`src/rtl/stove_pkg.sv`:
```
`default_nettype none
// ============================================================================
// Module      : stove_pkg
// Description : Constants and types shared by the stove power-control blocks.
//               MAX_LEVEL        highest user power level (level units)
//               SLOTS_PER_PERIOD time slots in one power-distribution period
//               ONE_SECOND       clk cycles per second at the 50 MHz system clock
//               level_t          4-bit power level
//               pref_t           which surface wins a clipped budget
//               clamp_level      saturate a raw 4-bit request to MAX_LEVEL
// Revision    : 1.0  initial release
// ============================================================================
package stove_pkg;

  typedef logic [3:0] level_t;

  typedef enum logic {
    PREF_A = 1'b0,
    PREF_B = 1'b1
  } pref_t;

  localparam level_t      MAX_LEVEL        = 4'd9;
  localparam logic [3:0]  SLOTS_PER_PERIOD = 4'd10;
  localparam int          ONE_SECOND       = 50_000_000;

  // Raw request values 10..15 saturate to the maximum level.
  function automatic level_t clamp_level(input logic [3:0] raw);
    return (raw > MAX_LEVEL) ? MAX_LEVEL : raw;
  endfunction

endpackage
`default_nettype wire

```
`src/rtl/slot_timer.sv`:
```
`default_nettype none
// ============================================================================
// Module      : slot_timer
// Description : Prescaler and slot counter that carve time into periods of
//               SLOTS_PER_PERIOD slots, each SLOT_CYCLES clk cycles long.
//               Both counters are held at zero while enable is low, so the
//               first enabled cycle is always the first cycle of a period.
// Ports       : clk          system clock (rising edge)
//               async_reset  asynchronous reset, active low
//               enable       run the counters; low clears them
//               slot         current slot index 0..SLOTS_PER_PERIOD-1
//               slot_tick    last cycle of the current slot
//               period_start first cycle of a period (slot 0, prescaler 0)
// Revision    : 1.0  initial release
// ============================================================================
module slot_timer
  import stove_pkg::*;
#(
  parameter int SLOT_CYCLES = 5_000_000
) (
  input  logic       clk,
  input  logic       async_reset,
  input  logic       enable,
  output logic [3:0] slot,
  output logic       slot_tick,
  output logic       period_start
);

  localparam int                 c_PRE_W     = (SLOT_CYCLES > 1) ? $clog2(SLOT_CYCLES) : 1;
  localparam logic [c_PRE_W-1:0] c_PRE_LAST  = c_PRE_W'(SLOT_CYCLES - 1);
  localparam logic [c_PRE_W-1:0] c_PRE_ONE   = c_PRE_W'(1);
  localparam logic [3:0]         c_SLOT_LAST = SLOTS_PER_PERIOD - 4'd1;

  logic [c_PRE_W-1:0] r_prescale;
  logic [3:0]         r_slot;
  logic               w_tick;

  assign w_tick       = enable && (r_prescale == c_PRE_LAST);
  assign slot         = r_slot;
  assign slot_tick    = w_tick;
  assign period_start = enable && (r_prescale == '0) && (r_slot == 4'd0);

  always_ff @(posedge clk or negedge async_reset) begin
    if (!async_reset) begin
      r_prescale <= '0;
      r_slot     <= 4'd0;
    end else if (!enable) begin
      r_prescale <= '0;
      r_slot     <= 4'd0;
    end else if (w_tick) begin
      r_prescale <= '0;
      r_slot     <= (r_slot == c_SLOT_LAST) ? 4'd0 : r_slot + 4'd1;
    end else begin
      r_prescale <= r_prescale + c_PRE_ONE;
    end
  end

endmodule
`default_nettype wire

```
`src/rtl/heater_scheduler.sv`:
```
`default_nettype none
// ============================================================================
// Module      : heater_scheduler
// Description : Time-slot power scheduler for a two-surface stove. Each
//               period the requested levels are sampled and, if their sum
//               exceeds MAX_SUM, the preferred surface keeps its level and
//               the other gets the remainder. The preference alternates
//               after every clipped period so both surfaces share the
//               shortfall. Heater A is driven from the start of the period,
//               heater B is packed against the end to minimise overlap.
// Ports       : clk            system clock (rising edge)
//               async_reset    asynchronous reset, active low
//               enable         stove on and not locked
//               level_a/b      requested levels 0..9 (10..15 clamp to 9)
//               heat_a/b       heater drives (registered)
//               budget_limited current period's grants were clipped
//               period_start   one-cycle pulse in the first period cycle
// Config      : HEATER_SCHED_SOFTSTART_EN  when defined, each grant can rise
//               by at most one level per period; decreases are immediate.
// Revision    : 1.0  initial release
// ============================================================================
module heater_scheduler
  import stove_pkg::*;
#(
  parameter int SLOT_CYCLES = 5_000_000,
  parameter int MAX_SUM     = 12
) (
  input  logic       clk,
  input  logic       async_reset,
  input  logic       enable,
  input  logic [3:0] level_a,
  input  logic [3:0] level_b,
  output logic       heat_a,
  output logic       heat_b,
  output logic       budget_limited,
  output logic       period_start
);

  localparam logic [4:0] c_MAX_SUM   = 5'(MAX_SUM);
  localparam logic [3:0] c_SLOT_LAST = SLOTS_PER_PERIOD - 4'd1;

  // Slot timing
  logic [3:0] w_slot;
  logic       w_slot_tick;
  logic       w_period_start;
  logic       w_period_end;

  slot_timer #(
    .SLOT_CYCLES (SLOT_CYCLES)
  ) u_slot_timer (
    .clk          (clk),
    .async_reset  (async_reset),
    .enable       (enable),
    .slot         (w_slot),
    .slot_tick    (w_slot_tick),
    .period_start (w_period_start)
  );

  assign w_period_end = w_slot_tick && (w_slot == c_SLOT_LAST);

  // Per-period state
  level_t r_grant_a;
  level_t r_grant_b;
  logic   r_limited;
  pref_t  r_pref;

  // Registered outputs
  logic r_heat_a;
  logic r_heat_b;
  logic r_budget_limited;
  logic r_period_start;

  // Budget split of the sampled requests
  level_t     w_la;
  level_t     w_lb;
  logic [4:0] w_sum;
  level_t     w_tgt_a;
  level_t     w_tgt_b;
  logic       w_clip;

  assign w_la  = clamp_level(level_a);
  assign w_lb  = clamp_level(level_b);
  assign w_sum = {1'b0, w_la} + {1'b0, w_lb};

  // When clipped, the loser's share is MAX_SUM minus the winner's level;
  // MAX_SUM >= 9 keeps this non-negative and below the loser's request.
  always_comb begin
    w_tgt_a = w_la;
    w_tgt_b = w_lb;
    w_clip  = 1'b0;
    if (w_sum > c_MAX_SUM) begin
      w_clip = 1'b1;
      if (r_pref == PREF_A) begin
        w_tgt_b = level_t'(c_MAX_SUM - {1'b0, w_la});
      end else begin
        w_tgt_a = level_t'(c_MAX_SUM - {1'b0, w_lb});
      end
    end
  end

  // Grants applied to the new period
  level_t w_new_a;
  level_t w_new_b;

`ifdef HEATER_SCHED_SOFTSTART_EN
  // The held grants are the previous period's values and are cleared while
  // disabled, so a restart ramps up again from zero.
  always_comb begin
    w_new_a = w_tgt_a;
    w_new_b = w_tgt_b;
    if (w_tgt_a > r_grant_a) begin
      w_new_a = r_grant_a + 4'd1;
    end
    if (w_tgt_b > r_grant_b) begin
      w_new_b = r_grant_b + 4'd1;
    end
  end
`else
  assign w_new_a = w_tgt_a;
  assign w_new_b = w_tgt_b;
`endif

  // In the sampling cycle the registers still hold the old period, so the
  // output decode uses the freshly computed values instead.
  level_t w_cur_ga;
  level_t w_cur_gb;
  logic   w_cur_lim;

  assign w_cur_ga  = w_period_start ? w_new_a : r_grant_a;
  assign w_cur_gb  = w_period_start ? w_new_b : r_grant_b;
  assign w_cur_lim = w_period_start ? w_clip  : r_limited;

  always_ff @(posedge clk or negedge async_reset) begin
    if (!async_reset) begin
      r_grant_a        <= 4'd0;
      r_grant_b        <= 4'd0;
      r_limited        <= 1'b0;
      r_pref           <= PREF_A;
      r_heat_a         <= 1'b0;
      r_heat_b         <= 1'b0;
      r_budget_limited <= 1'b0;
      r_period_start   <= 1'b0;
    end else if (!enable) begin
      // Preference is deliberately kept across disabled intervals.
      r_grant_a        <= 4'd0;
      r_grant_b        <= 4'd0;
      r_limited        <= 1'b0;
      r_heat_a         <= 1'b0;
      r_heat_b         <= 1'b0;
      r_budget_limited <= 1'b0;
      r_period_start   <= 1'b0;
    end else begin
      if (w_period_start) begin
        r_grant_a <= w_new_a;
        r_grant_b <= w_new_b;
        r_limited <= w_clip;
      end
      // Only a period that runs to completion hands the preference over.
      if (w_period_end && r_limited) begin
        r_pref <= (r_pref == PREF_A) ? PREF_B : PREF_A;
      end
      r_heat_a         <= (w_slot < w_cur_ga);
      r_heat_b         <= (w_slot >= (SLOTS_PER_PERIOD - w_cur_gb));
      r_budget_limited <= w_cur_lim;
      r_period_start   <= w_period_start;
    end
  end

  assign heat_a         = r_heat_a;
  assign heat_b         = r_heat_b;
  assign budget_limited = r_budget_limited;
  assign period_start   = r_period_start;

endmodule
`default_nettype wire

```
`config.mk`:
```
export PLATFORM = sky130hd
export DESIGN_NAME = heater_scheduler
export DESIGN_NICKNAME = d
export VERILOG_FILES = /design/src/rtl/stove_pkg.sv /design/src/rtl/slot_timer.sv /design/src/rtl/heater_scheduler.sv
export SDC_FILE = /design/constraint.sdc
export NUM_CORES = 1
export LEC_CHECK = 0
export ABC_AREA = 1
export CAP_MARGIN = 40
export CORE_UTILIZATION = 41
export CTS_CLUSTER_SIZE = 25
export DETAILED_ROUTE_END_ITERATION = 16
export GPL_ROUTABILITY_DRIVEN = 0
export SKIP_CTS_REPAIR_TIMING = 1
export SLEW_MARGIN = 10
export SYNTH_ARGS = -nofsm -noshare
export SYNTH_HDL_FRONTEND = slang
export SYNTH_SLANG_ARGS = --single-unit
```
`constraint.sdc`:
```
create_clock -name clk -period 3 [get_ports clk]
set_clock_uncertainty 0.1 [all_clocks]
set_input_delay 0.6 -clock clk [delete_from_list [all_inputs] [get_ports clk]]
set_output_delay 0.6 -clock clk [all_outputs]
set_load 0.03 [all_outputs]
```
**Word level (Yosys, flattened, before mapping)**

Cells that the tools add are included.

- Output and inout bits: 4
- Flip-flop bits (word level): 40
- Bits of input ports: 11
- Logic and storage cells: 54

- Equal/unequal tests: 4
- Muxes and demuxes: 22
- $add $sub $neg: 6
- Order comparisons: 5
- Reductions and logical operators: 8

Operators by type and width:

| cell | number |
|---|---|
| $mux 4 | 13 |
| $mux 23 | 2 |
| $add 23x1->23 const B | 1 |
| $eq 23x23->1 const B | 1 |
| $logic_not 23->1 | 1 |
| $sub 4x4->4 const A | 3 |
| $gt 4x4->1 const B | 2 |
| $mux 1 | 7 |
| $add 4x4->5 | 1 |
| $gt 5x4->1 const B | 1 |
| $logic_and 1x1->1 | 5 |
| $add 4x1->4 const B | 1 |
| $eq 4x4->1 const B | 1 |
| $ge 4x4->1 | 1 |
| $logic_not 4->1 | 1 |
| $lt 4x4->1 | 1 |
| $ne 2x1->1 const B | 2 |
| $reduce_and 2->1 | 1 |

**Logic depth before layout (Yosys ltp)**

- Depth in word-level cells: 9
- Depth in mapped cells: 25
- Gate-level depth less buffers: 25

**Cells and area by module**

A second synthesis with hierarchy kept.

- Cell total of the unflattened synthesis: 404
- Area total of the unflattened synthesis: 2,925.3 um^2

By module, submodules not included:

| module | area an instance (um^2) | seq. area each (um^2) | times used | cells each |
|---|---|---|---|---|
| slot_timer | 1,736.7 | 675.6 | 1 | 239 |
| heater_scheduler | 1,188.6 | 325.3 | 1 | 165 |

**Least setup slack after synthesis**

OpenSTA, ideal clock, no wires.

- Path type: input to register
- From: in level_b[1]
- To: reg r_heat_b (netlist: heat_b)
- Library setup time: 0.120 ns
- Stages: 22
- Slack: -0.562 ns
- Arrival time: 3.343 ns
- Buffers on the path: 0
- Required time: 2.780 ns
- Path through: inv_1 -> nand2_1 -> o22ai_1 -> inv_1 -> ha_1 -> inv_1 -> fa_1 -> inv_1 -> nor2_1 -> nor2_1 -> nand3_1 -> nand2_2 -> nand2_2 -> o211ai_1 -> nand2_1 -> xor2_1 -> ha_1 -> a21boi_0 -> o21a_1 -> o21a_1 -> o21ai_0 -> inv_1

- Word-level cells in the longest chain between the ends: 9
- Elaborated cells on any way between the ends: 10
- Those cells by class: add/sub (2); order compare (3); mux (5)

RTL lines:

| what | line | source |
|---|---|---|
| from (decl) | heater_scheduler.sv:32 | `input logic [3:0] level_b,` |
| $gt 4x4->1 | stove_pkg.sv:28 | `return (raw > MAX_LEVEL) ? MAX_LEVEL : raw;` |
| $mux 4 * | stove_pkg.sv:28 |  |
| $add 4x4->5 | heater_scheduler.sv:83 | `assign w_sum = {1'b0, w_la} + {1'b0, w_lb};` |
| $gt 5x4->1 | heater_scheduler.sv:91 | `if (w_sum > c_MAX_SUM) begin` |
| $mux 4 * | heater_scheduler.sv:91 |  |
| $mux 4 * | n/a |  |
| $sub 4x4->4 * | heater_scheduler.sv:163 | `r_heat_b <= (w_slot >= (SLOTS_PER_PERIOD - w_cur_gb));` |
| $ge 4x4->1 * | heater_scheduler.sv:163 |  |
| $mux 1 * | heater_scheduler.sv:143 | `end else if (!enable) begin` |
| to (signal assigned) | heater_scheduler.sv:163 |  |
| to (decl) | heater_scheduler.sv:69 | `logic r_heat_b;` |

Every way passes the cells marked *; elsewhere a longest branch is shown, timed or not.
A chain may end at the register's enable or synchronous reset.

**Worst setup path after layout**

- From: in level_a[3]
- To: reg r_heat_b (netlist: heat_b)

- Word-level cells in the longest chain between the ends: 9
- Elaborated cells on any way between the ends: 11
- Those cells by class: add/sub (3); order compare (3); mux (5)

RTL lines:

| what | line | source |
|---|---|---|
| from (decl) | heater_scheduler.sv:31 | `input logic [3:0] level_a,` |
| $gt 4x4->1 | stove_pkg.sv:28 |  |
| $mux 4 * | stove_pkg.sv:28 |  |
| $add 4x4->5 / $sub 4x4->4 (equally long branches) | heater_scheduler.sv:83, heater_scheduler.sv:94 |  |
| $gt 5x4->1 / $mux 4 (equally long branches) | heater_scheduler.sv:91, heater_scheduler.sv:93 |  |
| $mux 4 * | heater_scheduler.sv:91 |  |
| $mux 4 * | n/a |  |
| $sub 4x4->4 * | heater_scheduler.sv:163 |  |
| $ge 4x4->1 * | heater_scheduler.sv:163 |  |
| $mux 1 * | heater_scheduler.sv:143 |  |

Marked as above.

==> out/qor.csv <==
metric,value,unit
status,"finished, violations left",
failing checks,setup timing,
Synth Warn #,0,
initial antenna violation count,0,
worst path bufs/invs,6,
Max Clock Freq,300,MHz
Post-synth EDFFs,0,
vias per cell,4.96,
Leak,0.00180,uW
CP Class,in -> reg,
setup ws final,-0.332,ns
CP max-delay cell,fa_2,
largest net degree at the start of global routing,23,
die area,0.00743,mm2
crit-path max cell delay,0.52,ns
RSZ-0062 raised after global routing,true,
maxcap violations,0,
endpoints failing hold,0,
first-pass iteration count of the detailed router,4,
crit path DAT,3.42,ns
CTS tree,built,
vias in the first global route,2739,
fraction of layout cells with a size suffix above 1,23.7,%
grt ovf,0,
Syn Inst Count,394,
minimum clock period after layout,3.33,ns
initial DRC count,116,
slew margin rel.,62.7,%
WL/cell,13.2,um
GRT Overall Usage,21.1,%
Final period util,111,%
Post-route DRC,0,
asr flop ratio synth,100,%
Final nets,481,
Power Density,354,mW/mm2
Worst Path Required,3.09,ns
Slew @ Worst Pin,0.559,ns
I/O pin total,15,
post-detail-place hpwl,5770,um
"FF+latch count, synth",40,
Area Growth Syn to Fin,26.1,%
"most used cell, CP",inv_2,
# rows,30,
Syn Nets,424,
Worst Setup Start Kind,input port,
CTS clock-pin slew for the worst setup and hold paths,0.08,ns
synthesized area,0.00291,mm2
HP Class,in -> async,
clock root cell,clkbuf_8,
Worst path top cell family by delay,adder cells,
fill cell count,676,
final core occ,53.6,%
ANT cells,0,
peak supply drop,0.257,mV
prevailing post-synth register cell,dfrtp_1,
part of the Yosys area used for sequential elements,34.5,%
I/O Buffers,14,
initial core utilization,42.5,%
clk sinks,40,
CTS Buffer Depth,2,
footprint of the multi-input gates,0.00169,mm2
Vias,2720,
DRT Wirelength,7230,um
Final Slew Violations,0,
syn avg cell area,7.37,um2
Critical Path Fanout Max,5,
cells along the critical path,"buf_6, inv_2, nor2_2, nor2_2, inv_2, ha_4, inv_2, fa_2, inv_1, nor2_1, nor2_1, nand3_1, nand2_2, o211ai_1, nand2_1, xor2_1, ha_1, a21boi_1, o21a_1, o21a_1, o21ai_1, inv_1",
H-tree Lvls,2,
first-pass GRT wire length,12300,um
Critical Path Sink Type,flop,
"Distinct cells, synth",38,
Die Wd,86.2,um
endpoints failing setup,2,
register area,0.00100,mm2
CTS buffer count,5,
core region area,0.00683,mm2
pre-CTS setup slack,-1.10,ns
Worst-Skew Late Latency,0.30,ns
height of the die,86.2,um
antenna-violating nets left,0,
## placed cells by master, fill, tap and decap left out, types with 2 or more instances in the layout
cell type,instances
o22ai_1,4
inv_1,59
o21ai_2,2
buf_6,6
ha_1,17
o21ai_0,13
nor2_1,46
a21oi_2,2
buf_4,42
o21ai_1,5
xor2_1,7
nand2_2,4
xnor2_1,3
nand2_4,2
inv_2,7
nor2_4,7
o21a_1,4
nand3_1,21
a21oi_1,27
clkdlybuf4s50_1,5
nor2_2,7
clkbuf_1,2
nand2_1,59
nor4_1,4
inv_4,3
nand4_1,11
nand3_2,6
buf_2,2
nor3_2,2
clkbuf_8,6
dlymetal6s2s_1,2
dfrtp_1,40
nor3_1,11
## synth_stat cells, types with 4 or more instances
master / count / area share (%)
inv_1: 66 / 8.5
nand2_1: 62 / 8.0
ha_1: 18 / 7.8
nand4_1: 11 / 2.4
nor4_1: 4 / 0.86
xor2_1: 7 / 2.1
a21oi_1: 28 / 4.8
nor2_1: 51 / 6.6
dfrtp_1: 40 / 34
nor3_1: 11 / 1.9
o21ai_0: 17 / 2.9
nand3_1: 21 / 3.6
o21a_1: 4 / 1.0
nor2_4: 5 / 1.9
nor2_2: 4 / 0.86
o22ai_1: 6 / 1.3
nand3_2: 6 / 2.1
## cell families (layout without fill, tap and decap cells)
family	after synthesis	after routing	synth area share (%)
simple gates	183	183	31.1
buf+inv	77	135	10.2
compound gates	65	65	12.7
flops	40	40	34.5
fa+ha+maj	19	19	8.44
xor+xnor	10	10	3.01
## routing by layer
metal | part of all wire (%) | global-route usage (%) | vias to the layer above | wire length (um)
met5 | 0 | 0 | - | 0
met4 | 2.3 | 7.12 | 0 | 165
met3 | 2.9 | 3.62 | 13 | 211
met2 | 48 | 36.2 | 34 | 3450
met1 | 47 | 26.9 | 1276 | 3400
li1 | - | - | 1397 | -
## cell type report
type | count | area share [%]
Clock buffer | 8 | 2.46
Timing Repair Buffer | 58 | 13.5
Tap cell | 96 | 3.28
Inverter | 69 | 7.28
Multi-Input combinational cell | 277 | 46.1
Sequential cell | 40 | 27.3
## worst paths after layout
check / from / end / slack [ns] / depth (start not counted)
worst max-delay path: level_a[3] / heat_b / -0.33 / 22
worst min-delay path: async_reset / r_grant_a[3] / 0.18 / 1
worst max register to register: u_slot_timer.slot[0] / heat_b / 0.20 / 16
worst min register to register: u_slot_timer.r_prescale[0] / u_slot_timer.r_prescale[0] / 0.41 / 1
max in group asynchronous: async_reset / u_slot_timer.r_prescale[9] / 2.12 / 2
min in group clk: u_slot_timer.r_prescale[0] / u_slot_timer.r_prescale[0] / 0.41 / 1
## sequential cells by signal (all words and copies together) (netlist names)
register and flops:
u_slot_timer.r_prescale 23, r_grant_a 4, r_grant_b 4, u_slot_timer.slot 4
budget_limited 1, heat_a 1, heat_b 1, period_start 1
r_pref 1
## through the flow
step	setup TNS [ns]	power, uW	cell area, um2	cells	hold slack (ns)
3_3_place_gp	-3.60	887	3430	534	0.398
5_1_grt	-0.696	1370	3660	548	0.211
4_1_cts	-1.97	1280	3550	543	0.196
6_report	-0.419	1300	3660	548	0.178
2_1_floorplan	-0.510	755	2930	394	0.204
3_5_place_dp	-4.61	900	3460	535	0.402
## report_power, final
| group | internal, uW | total [uW] | leakage, uW | switching, uW |
|---|---|---|---|---|
| registers | 558 | 570 | 0.000543 | 11.3 |
| logic | 164 | 348 | 0.00121 | 183 |
| clock network | 188 | 378 | 0.0000455 | 190 |
(Power assumes the default switching activity.)
